===== src/rtl/cnu_pkg.sv =====
// cnu_pkg: shared constants, message types and min-search helpers for the degree-6 check node unit
// Contents: W/DEG constants, msg_t/mag_t/idx_t/min_t types, sat_abs() and merge() helpers.
package cnu_pkg;
    localparam int W   = 32;
    localparam int DEG = 6;

    typedef logic signed [W-1:0] msg_t;
    typedef logic [W-2:0]        mag_t;
    typedef logic [2:0]          idx_t;

    typedef struct packed {
        mag_t m1;
        mag_t m2;
        idx_t idx;
    } min_t;

    // The most negative message has no positive twin, so clamp it to the largest magnitude.
    function automatic mag_t sat_abs(msg_t v);
        msg_t n;
        n = -v;
        return !v[W-1] ? v[W-2:0] : n[W-1] ? '1 : n[W-2:0];
    endfunction

    // a covers lower input indices than b, so a wins ties and keeps the lowest index.
    function automatic min_t merge(min_t a, min_t b);
        min_t o;
        if (b.m1 < a.m1) begin
            o.m1  = b.m1;
            o.m2  = a.m1 < b.m2 ? a.m1 : b.m2;
            o.idx = b.idx;
        end else begin
            o.m1  = a.m1;
            o.m2  = a.m2 < b.m1 ? a.m2 : b.m1;
            o.idx = a.idx;
        end
        return o;
    endfunction
endpackage


===== src/rtl/cnu_6_if.sv =====
// cnu_6_if: message bundle between variable nodes and the check node unit
// Signals: q1..q6 incoming messages (master drives), r1..r6 outgoing messages (slave drives).
interface cnu_6_if;
    import cnu_pkg::*;
    msg_t q1, q2, q3, q4, q5, q6;
    msg_t r1, r2, r3, r4, r5, r6;
    modport master (output q1, q2, q3, q4, q5, q6, input r1, r2, r3, r4, r5, r6);
    modport slave (input q1, q2, q3, q4, q5, q6, output r1, r2, r3, r4, r5, r6);
endinterface


===== src/rtl/cnu_min2_finder.sv =====
// cnu_min2_finder: smallest and second-smallest of DEG magnitudes plus the index of the smallest
// Ports: mags (DEG magnitudes) in; min1, min2, idx out. Pairwise comparison tree; lowest index wins ties.
module cnu_min2_finder
    import cnu_pkg::*;
(
    input  mag_t mags [DEG],
    output mag_t min1,
    output mag_t min2,
    output idx_t idx
);
    min_t l [DEG];
    min_t p01, p23, p45, p03, t;

    // Each leaf is a single candidate whose second minimum is the largest possible magnitude.
    always_comb begin
        for (int i = 0; i < DEG; i++)
            l[i] = {mags[i], {(W-1){1'b1}}, idx_t'(i)};
    end

    assign p01 = merge(l[0], l[1]);
    assign p23 = merge(l[2], l[3]);
    assign p45 = merge(l[4], l[5]);
    assign p03 = merge(p01, p23);
    assign t   = merge(p03, p45);

    assign min1 = t.m1;
    assign min2 = t.m2;
    assign idx  = t.idx;
endmodule


===== src/rtl/cnu_6.sv =====
// cnu_6: six-input min-sum check node unit with one registered output stage
// Ports: clk, rst_n (async active-low), bus (cnu_6_if.slave: q1..q6 in, r1..r6 registered out).
// Config: define CNU_OFFSET_EN for offset min-sum (magnitudes reduced by OFFSET, floored at 0).
module cnu_6
    import cnu_pkg::*;
#(
    parameter int OFFSET = 1
) (
    input logic   clk,
    input logic   rst_n,
    cnu_6_if.slave bus
);
`ifdef CNU_OFFSET_EN
    localparam mag_t OFS = mag_t'(OFFSET);
`else
    // Plain min-sum subtracts nothing.
    localparam mag_t OFS = mag_t'(OFFSET * 0);
`endif

    msg_t           q [DEG];
    mag_t           m [DEG];
    mag_t           sel [DEG];
    mag_t           om [DEG];
    msg_t           d [DEG];
    msg_t           r [DEG];
    logic [DEG-1:0] sg;
    logic           s;
    mag_t           min1, min2;
    idx_t           idx;

    assign q = '{bus.q1, bus.q2, bus.q3, bus.q4, bus.q5, bus.q6};

    always_comb begin
        for (int i = 0; i < DEG; i++) begin
            sg[i] = q[i][W-1];
            m[i]  = sat_abs(q[i]);
        end
    end

    assign s = ^sg;

    cnu_min2_finder u_min (
        .mags (m),
        .min1 (min1),
        .min2 (min2),
        .idx  (idx)
    );

    // The extrinsic sign drops each input's own sign from the overall parity;
    // negating a zero magnitude yields zero, so no negative zero can appear.
    always_comb begin
        for (int i = 0; i < DEG; i++) begin
            sel[i] = idx_t'(i) == idx ? min2 : min1;
            om[i]  = sel[i] > OFS ? sel[i] - OFS : '0;
            d[i]   = (s ^ sg[i]) ? -msg_t'({1'b0, om[i]}) : msg_t'({1'b0, om[i]});
        end
    end

    always_ff @(posedge clk or negedge rst_n)
        if (!rst_n) r <= '{default: '0};
        else        r <= d;

    assign bus.r1 = r[0];
    assign bus.r2 = r[1];
    assign bus.r3 = r[2];
    assign bus.r4 = r[3];
    assign bus.r5 = r[4];
    assign bus.r6 = r[5];
endmodule


===== src/flat_wrapper.sv =====
// flat-port wrapper written by rule: the top's interface ports become plain ports
module cnu_6_flat import cnu_pkg::*;
#(
    parameter int OFFSET = 1
)
  (clk, rst_n, bus_q1, bus_q2, bus_q3, bus_q4, bus_q5, bus_q6, bus_r1, bus_r2, bus_r3, bus_r4, bus_r5, bus_r6);
  cnu_6_if bus_i ();
  input logic clk;
  input logic rst_n;
  input wire logic [$bits(bus_i.q1)-1:0] bus_q1;
  input wire logic [$bits(bus_i.q2)-1:0] bus_q2;
  input wire logic [$bits(bus_i.q3)-1:0] bus_q3;
  input wire logic [$bits(bus_i.q4)-1:0] bus_q4;
  input wire logic [$bits(bus_i.q5)-1:0] bus_q5;
  input wire logic [$bits(bus_i.q6)-1:0] bus_q6;
  output wire logic [$bits(bus_i.r1)-1:0] bus_r1;
  output wire logic [$bits(bus_i.r2)-1:0] bus_r2;
  output wire logic [$bits(bus_i.r3)-1:0] bus_r3;
  output wire logic [$bits(bus_i.r4)-1:0] bus_r4;
  output wire logic [$bits(bus_i.r5)-1:0] bus_r5;
  output wire logic [$bits(bus_i.r6)-1:0] bus_r6;
  assign bus_i.q1 = bus_q1;
  assign bus_i.q2 = bus_q2;
  assign bus_i.q3 = bus_q3;
  assign bus_i.q4 = bus_q4;
  assign bus_i.q5 = bus_q5;
  assign bus_i.q6 = bus_q6;
  assign bus_r1 = bus_i.r1;
  assign bus_r2 = bus_i.r2;
  assign bus_r3 = bus_i.r3;
  assign bus_r4 = bus_i.r4;
  assign bus_r5 = bus_i.r5;
  assign bus_r6 = bus_i.r6;
  cnu_6 #(.OFFSET(OFFSET)) u_core (.clk(clk), .rst_n(rst_n), .bus(bus_i));
endmodule

===== config.mk =====
export PLATFORM = sky130hd
export DESIGN_NAME = cnu_6_flat
export DESIGN_NICKNAME = d
export VERILOG_FILES = /design/src/rtl/cnu_pkg.sv /design/src/rtl/cnu_6_if.sv /design/src/rtl/cnu_min2_finder.sv /design/src/rtl/cnu_6.sv /design/src/flat_wrapper.sv
export SDC_FILE = /design/constraint.sdc
export NUM_CORES = 2
export LEC_CHECK = 0
export BUFFER_PORTS_ARGS = -buffer_cell sky130_fd_sc_hd__buf_2
export CORE_MARGIN = 2
export CORE_UTILIZATION = 30
export DETAILED_ROUTE_END_ITERATION = 12
export GPL_TIMING_DRIVEN = 0
export SLEW_MARGIN = 20
export SYNTH_ARGS = -nofsm -noshare
export SYNTH_HDL_FRONTEND = slang
export SYNTH_SLANG_ARGS = --single-unit
export TNS_END_PERCENT = 1

===== constraint.sdc =====
create_clock -name clk -period 0.8 [get_ports clk]
set_input_delay 0.16 -clock clk [delete_from_list [all_inputs] [get_ports clk]]
set_output_delay 0.16 -clock clk [all_outputs]
set_load 0.005 [all_outputs]

==> flow_metrics.tcl <==
set metrics [dict create \
    status "complete, but fails checks" \
    violations "negative hold slack, negative setup slack" \
    relSlewSlack 0.2397 \
    grt_pass1_vias 32694 \
    fmax_ghz 0.08778 \
    path_clk_slew_ns 0.08 \
    initial_core_util 0.3029 \
    internal_power_mw 82.94 \
    combPwrFrac 0.860 \
    die_y_um 311.2 \
    cts_tree "done" \
    synth_nets 4269 \
    ys_warn_count 0 \
    io-pin-count 386 \
    synth-adder-area-share 0.1171 \
    wl_mm 152.8 \
    path_buf_inv 15 \
    worst_slew_pin_slew_ns 1.129 \
    cpPeakStageDelay_ns 0.58 \
    seqCellArea_um2 4805 \
    ant_nets 0 \
    grt-ovfl-total 0 \
    finalWeightedCongestion 1.053 \
    vias_per_cell 5.841 \
    yosysMostFrequentCell "nand2_1" \
    power_density_nw_per_um2 4715 \
    hp-class "in -> async" \
    ys_ff_latch 192 \
    avgSynthCellArea_um2 7.429 \
    drt_iter0_drc 3343 \
    cts_buffers 17 \
    synthMuxAreaShare 0.07844 \
    via_count 33656 \
    yosys.area_share.simple 0.2118 \
    firstDrtPassIters 6 \
    grt_max_degree 98 \
    async_flop_share 1.000 \
    multi_input_area_um2 25340 \
    hold_viol 95 \
    start_kind "primary input" \
    post-dp-hpwl_mm 122.0 \
    final_nets 4952 \
    yosysUniqueCellTypes 111 \
    routed.top_layer "met5" \
    htree_levels 4 \
    core-area_um2 93470 \
    final_layout_size_suffix_gt1_frac 0.3188 \
    synth_seq_area_share 0.1697 \
    finalCriticalPeriod_ns 11.39 \
    p_leak_nw 17.74 \
    rows 112 \
    path_max_fanout 6 \
    setup_viol 384 \
    grt_pass1_wl_mm 216.7 \
    p_sw_frac 0.5563 \
    synth_xor_area_frac 0.1008 \
    area_delta_synth_final_pct 40.05 \
    fin_util 0.4242 \
    synth-edff-count 0 \
    cts_max_path_buffers 2 \
    synth_top_family_by_area "compound AO/OA/AOI/OAI gates" \
    synthFlopType "dfrtp_1" \
    p_switching_mw 104.0 \
    critPathTopFamily "compound AO/OA/AOI/OAI gates" \
    fill_cells 9497 \
    wl_met1_mm 57.17 \
    port_buffers 382 \
    critical_path_class "in -> reg" \
    rsz0062_at_grt "yes" \
    antenna_found_initial 5 \
    route.detailed.drc 0 \
    die_w_um 311.2 \
    routed-wl-met3_mm 11.18 \
    synth.top_cells.by_count "nand2_1, a21oi_1, nor2_1" \
    synth_largest_area_cell "dfrtp_1" \
    routedWlPerCell_um 26.52 \
    numClockSinks 192 \
    period_share 14.24 \
    crit_path_frequent_cell "a21o_1" \
    peakVddDrop_mv 1.928 \
    die-area_um2 96850 \
    crit_required_ns 1.18 \
    endpoint_kind "register" \
    cts_root_buffer "clkbuf_16" \
    synth_area_um2 28310 \
    cp.arrival_ns 11.78 \
    seqPwrFrac 0.091 \
    synth_top_area_frac 0.1697 \
    clkPwrFrac 0.049 \
    fin_ws_ns -10.59 \
    route.met2.wl_mm 74.09 \
    syn_inst 3811 \
    synth_compound_area_frac 0.2572 \
    grt.total_usage 0.2997 \
    synthTopCellsByArea "dfrtp_1, ha_1, mux2i_1" \
    whs_ns -0.3689 \
    finalMaxSlewViolations 0 \
    cp_slowest_cell "or4_4" \
    maxCapViolations 0 \
]
metal layers:
| metal | GRT usage | vias up |
|---|---|---|
| met5 | 0 | - |
| met4 | 0.1780 | 6 |
| met3 | 0.04685 | 487 |
| met2 | 0.5248 | 1672 |
| met1 | 0.3438 | 16219 |
| li1 | - | 15272 |
area by class of cell:
| cell class | instances | area share |
|---|---|---|
| well taps | 1254 | 0.03957 |
| flip-flops and latches | 192 | 0.1212 |
| clock inverters | 15 | 0.005428 |
| inverters | 256 | 0.02483 |
| diodes | 1 | 0.00006311 |
| clock buffers | 17 | 0.01073 |
| repair buffers | 675 | 0.1136 |
| multi-input cells | 3172 | 0.6392 |
| plain buffers | 180 | 0.04544 |
through the flow:
stage	power [mW]	cell area (um2)	instances	setup slack [ns]	setup TNS [ns]
after global placement	129.5	32310	5447	-15.73	-3526.80
after global routing	193.6	39650	5761	-10.89	-2071.62
after CTS	168.2	37820	5685	-10.40	-1985.44
final	186.9	39650	5762	-10.59	-2011.34
after detailed placement	131.3	32500	5454	-14.94	-2777.73
after floorplan	89.19	28830	3811	-10.40	-1910.25
kinds of logic (layout without fill, tap and decap cells):
family,count (synthesis),count (layout)
and+or+nand+nor,1219,1220
AOI/OAI and AO/OA,1145,1145
other,0,1
muxes,216,216
buffers and inverters,448,1143
DFF,192,192
adders and majority gates,265,265
xor gates and xnor gates,326,326
layout by cell type, fill, tap and decap left out, types with 61 or more instances in the layout:
| master | n |
|---|---|
| buf_2 | 387 |
| nand2_1 | 344 |
| nor2_1 | 277 |
| buf_4 | 259 |
| a21oi_1 | 257 |
| ha_1 | 241 |
| inv_1 | 233 |
| dfrtp_1 | 192 |
| o21ai_0 | 191 |
| xor2_1 | 168 |
| xnor2_1 | 139 |
| mux2i_1 | 119 |
| a21o_1 | 84 |
| nand3_1 | 74 |
| nor3_1 | 68 |
| clkbuf_1 | 65 |
| a31oi_1 | 61 |
state kept, by name, summed over array words and instances (netlist names):
register / flops
u_core.bus.r1: 32
u_core.bus.r4: 32
u_core.bus.r5: 32
u_core.bus.r6: 32
u_core.bus.r2: 32
u_core.bus.r3: 32
power groups by stage:
stage	combinational [mW]	sequential, mW	clock (mW)
4_1_cts	141	17.2	9.53
3_5_place_dp	114	17.3	0
6_report	161	17.0	9.21
3_3_place_gp	112	17.4	0
5_1_grt	166	17.5	9.85
2_1_floorplan	71.6	17.6	0
path summary, 6_finish.rpt:
check | end | start | depth (start not counted) | slack, ns
max in group asynchronous | u_core.bus.r1[16]$_DFF_PN0_ | rst_n | 2 | 0.29
min in group clk | u_core.bus.r5[0]$_DFF_PN0_ | bus_q6[0] | 5 | 0.23
max | u_core.bus.r2[29]$_DFF_PN0_ | bus_q2[10] | 57 | -10.59
min | u_core.bus.r5[18]$_DFF_PN0_ | rst_n | 1 | -0.37
repair_timing:
action | 4_1_cts | 5_1_grt
gates cloned | 2 | 4
gates resized for setup | 677 | 268
setup endpoints to repair | 384 | 467
pin swaps | 176 | 148
hold endpoints to repair | 95 | 95
setup buffers | 207 | 75
Note: power is estimated with default switching activity, not from simulation.
